[src/rtl/feynman_chain_decoder_if.sv]
// Handshake bundle for the Feynman-chain decoder: serial encoded input, word output.
interface feynman_chain_decoder_if #(
    parameter int unsigned WIDTH = 8
);
    logic             sync;
    logic             in_valid;
    logic             in_bit;
    logic             in_ready;
    logic             out_valid;
    logic [WIDTH-1:0] out_data;
    logic             out_ready;
    logic [15:0]      word_cnt;

    modport master (
        output sync, in_valid, in_bit, out_ready,
        input  in_ready, out_valid, out_data, word_cnt
    );

    modport slave (
        input  sync, in_valid, in_bit, out_ready,
        output in_ready, out_valid, out_data, word_cnt
    );
endinterface

[src/rtl/feynman_chain_decoder.sv]
// Undoes a cascaded CNOT-chain serial encoding (d[n] = e[n] ^ e[n-1]) and
// deserializes WIDTH bits LSB-first into a one-deep valid/ready output register.
module feynman_chain_decoder #(
    parameter int unsigned WIDTH = 8,
    parameter logic        SEED  = 1'b0
) (
    input logic                     clk,
    input logic                     rst,
    feynman_chain_decoder_if.slave  bus
);
    localparam int unsigned CW = (WIDTH > 2) ? $clog2(WIDTH) : 1;
    localparam logic [CW-1:0] LAST = CW'(WIDTH - 1);

    logic [CW-1:0]    r_cnt;
    logic             r_prev;
    logic [WIDTH-2:0] r_sr;
    logic [WIDTH-1:0] r_out_data;
    logic             r_out_valid;
    logic [15:0]      r_word_cnt;

    logic w_in_ready;
    logic w_accept;
    logic w_d;
    logic w_drain;

    // Final bit may only land when the output slot is empty or emptying this cycle.
    assign w_in_ready = (r_cnt != LAST) | ~r_out_valid | bus.out_ready;
    assign w_accept   = bus.in_valid & w_in_ready & ~bus.sync;
    assign w_d        = bus.in_bit ^ r_prev;
    assign w_drain    = r_out_valid & bus.out_ready;

    always_ff @(posedge clk or posedge rst) begin
        if (rst) begin
            r_cnt       <= '0;
            r_prev      <= SEED;
            r_sr        <= '0;
            r_out_data  <= '0;
            r_out_valid <= 1'b0;
            r_word_cnt  <= '0;
        end else begin
            if (w_drain) begin
                r_word_cnt  <= r_word_cnt + 16'd1;
                r_out_valid <= 1'b0;
            end
            if (bus.sync) begin
                r_cnt  <= '0;
                r_prev <= SEED;
                r_sr   <= '0;
            end else if (w_accept) begin
                if (r_cnt == LAST) begin
                    r_out_data  <= {w_d, r_sr};
                    r_out_valid <= 1'b1;
                    r_cnt       <= '0;
                    r_prev      <= SEED;
                end else begin
                    r_sr[r_cnt] <= w_d;
                    r_cnt       <= r_cnt + CW'(1);
                    r_prev      <= bus.in_bit;
                end
            end
        end
    end

    assign bus.in_ready  = w_in_ready;
    assign bus.out_valid = r_out_valid;
    assign bus.out_data  = r_out_data;
    assign bus.word_cnt  = r_word_cnt;
endmodule

[src/flat_wrapper.sv]
// flat-port wrapper written by rule: the top's interface ports become plain ports
module feynman_chain_decoder_flat 
#(
    parameter int unsigned WIDTH = 8,
    parameter logic        SEED  = 1'b0
)
  (clk, rst, bus_sync, bus_in_valid, bus_in_bit, bus_out_ready, bus_in_ready, bus_out_valid, bus_out_data, bus_word_cnt);
  feynman_chain_decoder_if #(.WIDTH(WIDTH)) bus_i ();
  input logic clk;
  input logic rst;
  input wire logic [$bits(bus_i.sync)-1:0] bus_sync;
  input wire logic [$bits(bus_i.in_valid)-1:0] bus_in_valid;
  input wire logic [$bits(bus_i.in_bit)-1:0] bus_in_bit;
  input wire logic [$bits(bus_i.out_ready)-1:0] bus_out_ready;
  output wire logic [$bits(bus_i.in_ready)-1:0] bus_in_ready;
  output wire logic [$bits(bus_i.out_valid)-1:0] bus_out_valid;
  output wire logic [$bits(bus_i.out_data)-1:0] bus_out_data;
  output wire logic [$bits(bus_i.word_cnt)-1:0] bus_word_cnt;
  assign bus_i.sync = bus_sync;
  assign bus_i.in_valid = bus_in_valid;
  assign bus_i.in_bit = bus_in_bit;
  assign bus_i.out_ready = bus_out_ready;
  assign bus_in_ready = bus_i.in_ready;
  assign bus_out_valid = bus_i.out_valid;
  assign bus_out_data = bus_i.out_data;
  assign bus_word_cnt = bus_i.word_cnt;
  feynman_chain_decoder #(.WIDTH(WIDTH), .SEED(SEED)) u_core (.clk(clk), .rst(rst), .bus(bus_i));
endmodule
[config.mk]
export PLATFORM = sky130hd
export DESIGN_NAME = feynman_chain_decoder_flat
export DESIGN_NICKNAME = d
export VERILOG_FILES = /design/src/rtl/feynman_chain_decoder_if.sv /design/src/rtl/feynman_chain_decoder.sv /design/src/flat_wrapper.sv
export SDC_FILE = /design/constraint.sdc
export NUM_CORES = 1
export LEC_CHECK = 0
export BUFFER_PORTS_ARGS = -buffer_cell sky130_fd_sc_hd__buf_2
export CAP_MARGIN = 20
export CELL_PAD_IN_SITES_DETAIL_PLACEMENT = 1
export CELL_PAD_IN_SITES_GLOBAL_PLACEMENT = 2
export CORE_MARGIN = 3
export CORE_UTILIZATION = 36
export CTS_BUF_LIST = sky130_fd_sc_hd__clkbuf_8
export CTS_CLUSTER_DIAMETER = 40
export CTS_CLUSTER_SIZE = 16
export DETAILED_ROUTE_END_ITERATION = 12
export HOLD_SLACK_MARGIN = 0.08
export MAX_ROUTING_LAYER = met4
export PLACE_DENSITY = 0.8
export SLEW_MARGIN = 20
export SYNTH_ARGS = -nofsm -noshare
export SYNTH_HDL_FRONTEND = slang
export SYNTH_SLANG_ARGS = --single-unit
[constraint.sdc]
create_clock -name clk -period 2.2 [get_ports clk]
set_clock_uncertainty 0.15 [all_clocks]
set_input_delay 0.44 -clock clk [delete_from_list [all_inputs] [get_ports clk]]
set_output_delay 0.44 -clock clk [all_outputs]
set_load 0.03 [all_outputs]
# After elaboration in Yosys (flattened, before gate mapping)
# Cells that the tools add are included.
[op_classes]
eq_ne = 3
bitwise_logic = 8
mux = 16
n_reduce_logical = 4
n_lt_le_gt_ge = 2
add_sub_neg = 2
[op_table]
columns = ["cell", "count"]
rows = [
  ["$mux 7", 3],
  ["$add 16x1->16 const B", 1],
  ["$mux 3", 3],
  ["$mux 1", 8],
  ["$bwmux 7", 1],
  ["$lt 3x4->1 const B", 1],
  ["$add 3x1->3 const B", 1],
  ["$and 1x1->1", 3],
  ["$demux 1 s3", 1],
  ["$eq 3x3->1 const B", 1],
  ["$ge 3x1->1 const B", 1],
  ["$ne 3x3->1 const B", 1],
  ["$reduce_and 3->1", 1],
  ["$ne 2x2->1 const B", 1],
  ["$not 1->1", 2],
  ["$or 1x1->1", 2],
  ["$reduce_and 2->1", 1],
  ["$reduce_bool 2->1", 1],
  ["$logic_and 1x1->1", 1],
  ["$xor 1x1->1", 1],
]
[totals]
input_bits = 6
out_inout_bits = 26
ff_bits = 36
elab_cells = 41

# Logic depth before layout (Yosys ltp)
[depth]
ltp_word = 8
mapped_depth = 6
depth_no_buf = 6

# Worst setup path before layout
# Ideal clock, no wire load.
[synth_timing]
kind = "reg-to-reg"
start = "reg u_core.r_cnt[0]"
end = "reg u_core.r_sr[4]"
arrival_ns = 1.723
path_buffers = 0
setup_time_ns = 0.095
path_stages_with_launch = 6
slack_ns = 0.232
synth_period_minus_slack_ns = 1.968
t_required_ns = 1.955
cell_sequence = "dfrtp_1 > ha_1 > ha_1 > or4b_4 > or2_1 > o31ai_1"
[synth_between]
elab_chain_cells = 8
word_cells_on_any_way = 18
classes_between = "order compare (2); eq/ne (3); mux (6); bitwise (4); reduce/logical (3)"
[synth_lines]
columns = ["item", "line_no", "text"]
rows = [
  ["start, declared", "feynman_chain_decoder.sv:14", "logic [CW-1:0] r_cnt;"],
  ["start signal, assigned", "feynman_chain_decoder.sv:57", "r_cnt <= r_cnt + CW'(1);"],
  ["$lt 3x4->1 (implied by the code) or $ge 3x1->1 (tied branches)", "feynman_chain_decoder.sv:56", "r_sr[r_cnt] <= w_d;"],
  ["$logic_and 1x1->1 (implied by the code)", "feynman_chain_decoder.sv:56", ""],
  ["$mux 1 (implied by the code)", "feynman_chain_decoder.sv:56", ""],
  ["$demux 1 s3", "-", ""],
  ["$bwmux 7", "feynman_chain_decoder.sv:56", ""],
  ["$mux 7", "feynman_chain_decoder.sv:50", "if (r_cnt == LAST) begin"],
  ["$mux 7", "feynman_chain_decoder.sv:49", "end else if (w_accept) begin"],
  ["$mux 7", "feynman_chain_decoder.sv:45", "if (bus.sync) begin"],
  ["end signal, assigned by index", "feynman_chain_decoder.sv:56", ""],
  ["end, declared", "feynman_chain_decoder.sv:16", "logic [WIDTH-2:0] r_sr;"],
]
# Several ways; a longest one is shown, not always the timed one. The select of a mux whose other input is x is not followed.
# A chain may end at the register's enable or synchronous reset.

# Worst setup path in the final report
# Same ends and word-level chain as after synthesis.

==> impl_results.md <==
- Detailed Place HPWL: 2490 µm
- CTS clk-pin slew, worst paths: 70 ps
- Global route overflow: 0
- Max-slew violations: 0
- Std-Cell Rows: 23
- Routed WL: 3500 µm
- Maximum capacitance violations: 0
- Share of cells above drive strength 1: 0.328
- Worst EP arrival: 2100 ps
- Nets: 194
- RSZ-0062 raised after global routing: no
- Total GRT Usage: 0.152
- Synthesis-to-layout area growth: 23.2%
- Multi-input combinational cell area: 697 µm²
- Setup slack at placement: 117 ps
- Final Wtd Congestion: 0.792
- Die X: 73.1 µm
- Leakage: 1.03 nW
- IR drop worst, VDD: 0.306 mV
- First-pass DRT Iterations: 4
- CTS tree: yes
- CP Launch Type: flip-flop
- Synth Area per Inst: 11.3 µm²
- Synthesized cell area: 1620 µm²
- WP data required: 2240 ps
- Critical Path End: u_core.r_sr[4]
- DR DRC count: 0
- Synth area leader: dfrtp_1
- Largest net degree at the start of global routing: 37
- Worst-Margin Slew: 462 ps
- Mapped Cells: 143
- Detail Route Antenna Nets: 0
- CTS Root Cell: clkbuf_8
- Hold_buf cts: 0
- Reg2Reg Capture Point: u_core.r_sr[4]
- Library cells used by synthesis: 31
- Final hold viol count: 0
- Max clock buf depth: 2
- Ys flop type: dfrtp_1
- Initial drt markers: 20
- Critical path class: reg -> reg
- Seq. cell area: 901 µm²
- Top post-synthesis cells by area: dfrtp_1 (56%), mux2_2 (5.6%), xnor2_1 (5.4%), xor2_1 (3.2%), nand2_1 (2.5%)
- Most common library cells after synthesis: dfrtp_1 (36), nand2_1 (11), xnor2_1 (10), nor2_1 (9), mux2_2 (8)
- Post-DR vias/cell: 5.18
- Worst r2r src: u_core.r_cnt[0]
- Pwr Density: 668 nW/µm²
- Num CTS Buffers: 5
- H-tree depth: 2
- Full die area: 5340 µm²
- PortBufs: 31
- Top-count cell post-synth: dfrtp_1
- Initial Utilization: 0.388
- Initial antenna violation count: 0
- Worst min-delay path class: in -> async
- Core Area: 4170 µm²
- Vias after detailed routing: 1,222
- Crit path max fanout: 6
- Highest clock rate: 0.485 GHz
- Post-synth EDFFs: 0
- Max_slew headroom: 0.692
- # diodes: 0
- Die Y: 73.1 µm
- R2R Setup Slk: 140 ps
- Crit path capture type: flip-flop
- Worst Setup SP: u_core.r_cnt[0]
- Post-synth ARST share: 1.00
- Crit share post-route: 0.937
- FF+latch count, synth: 36
- Post-DP Area: 1870 µm²
- Clock latency on the worst-skew pair: 290 ps
- Wirelength per Cell: 14.8 µm
- I/O pin count: 32
- Status: completed
- Final min period: 2060 ps
- First-pass GRT wire length: 6110 µm
- Fillers: 463
- Synth warn: 0
- Post-route setup TNS: 0 ps
- Worst Setup Slack, final: 139 ps
- R2R cell count: 5
- CTS Sinks: 36
- Syn_nets: 152
- Final non-filler cell total: 236
- Dpl cells: 227
- Post-synth top area share: 0.556
- # setup viols final: 0
- Sequential area share after synthesis: 0.556
- Number of global-route vias before repair: 1,316
- Final instance area: 2000 µm²
[metrics by stage]
stage,util,power (W),hold slack (ps)
finish,0.479,0.00133,90.4
global route,0.479,0.00139,144
CTS,0.474,0.00135,108
detailed placement,0.449,0.000782,311
global placement,0.449,0.000778,300
floorplan,-,0.000750,310
[final cells by class]
cell class | instances | area share
well taps | 50 | 0.0313
multi-input cells | 99 | 0.349
clock buffers | 5 | 0.0345
flip-flops and latches | 36 | 0.451
repair buffers | 38 | 0.105
clock inverters | 3 | 0.0194
inverters | 5 | 0.00940
[routing by layer]
layer	part of all wire	GRT usage
met1	0.44	0.180
met2	0.50	0.249
met3	0.041	0.0289
met4	0.021	0.0676
met5	0	-
[worst max-delay path: stages, from the launching register on]
cell and delay [ps]:
dfrtp_1 390, ha_1 200, ha_2 210, or4b_4 550, or2_1 270, o31ai_2 190
[cells by family after synthesis]
| family | after synthesis | synth area share |
|---|---|---|
| flops | 36 | 0.556 |
| fa+ha+maj | 3 | 0.0232 |
| simple gates | 47 | 0.164 |
| compound gates | 24 | 0.0896 |
| mux | 9 | 0.0618 |
| buf+inv | 8 | 0.0185 |
| xor+xnor | 16 | 0.0865 |
[layout by cell type (no fill, tap or decap)]
cell type / synthesis / layout
o21ai_1: 2 / 2
xor2_1: 6 / 6
nand4_1: 2 / 2
a21oi_1: 7 / 7
buf_4: 0 / 7
bufinv_16: 0 / 1
nor3_1: 1 / 1
dfrtp_1: 36 / 36
clkbuf_4: 0 / 1
o31ai_1: 2 / 1
ha_2: 0 / 1
nand3b_1: 4 / 4
nor4_1: 1 / 1
buf_2: 0 / 30
inv_1: 5 / 6
nand2_1: 11 / 11
clkbuf_8: 0 / 5
nand3_4: 1 / 1
or2_1: 1 / 1
xnor2_1: 10 / 10
mux2_2: 8 / 8
o31ai_2: 0 / 1
or4b_4: 1 / 1
nand2b_1: 2 / 2
nand3_1: 7 / 7
nand2_2: 1 / 1
a31oi_1: 4 / 4
a21oi_2: 1 / 1
clkinv_2: 0 / 1
or4_4: 1 / 1
mux2i_1: 1 / 1
ha_1: 3 / 2
nor2_1: 9 / 9
nor2b_1: 3 / 3
a22o_1: 3 / 3
o21ai_0: 5 / 5
nor3_2: 1 / 1
and3_1: 1 / 1
[worst min-delay path by stage]
stage / from / to / slack (ps)
finish: rst / u_core.bus.out_data[1] / 90
CTS: rst / u_core.bus.out_data[1] / 110
global placement: u_core.bus.word_cnt[15] / u_core.bus.word_cnt[15] / 300
floorplan: u_core.r_sr[1] / u_core.r_sr[1] / 310
detailed placement: u_core.bus.word_cnt[15] / u_core.bus.word_cnt[15] / 310
global route: rst / u_core.bus.out_data[1] / 140
[sequential cells by signal, summed over array words and instances, names as in the netlist]
name                  count
u_core.r_prev             1
u_core.bus.out_data       8
u_core.bus.word_cnt      16
u_core.bus.out_valid      1
u_core.r_cnt              3
u_core.r_sr               7
[power breakdown]
part           switching [W]  leakage [nW]  internal (W)  total [W]
sequential        0.00000865         0.498      0.000672   0.000681
combinational      0.0000573         0.468     0.0000306  0.0000878
clock               0.000234        0.0593      0.000332   0.000565
[timing repair]
item / CTS / global route
buffers inserted: 0 / 1
gates resized for setup: 0 / 3
endpoints found under the setup margin: 0 / 2
No activity file was read; power rests on OpenSTA's default activity.
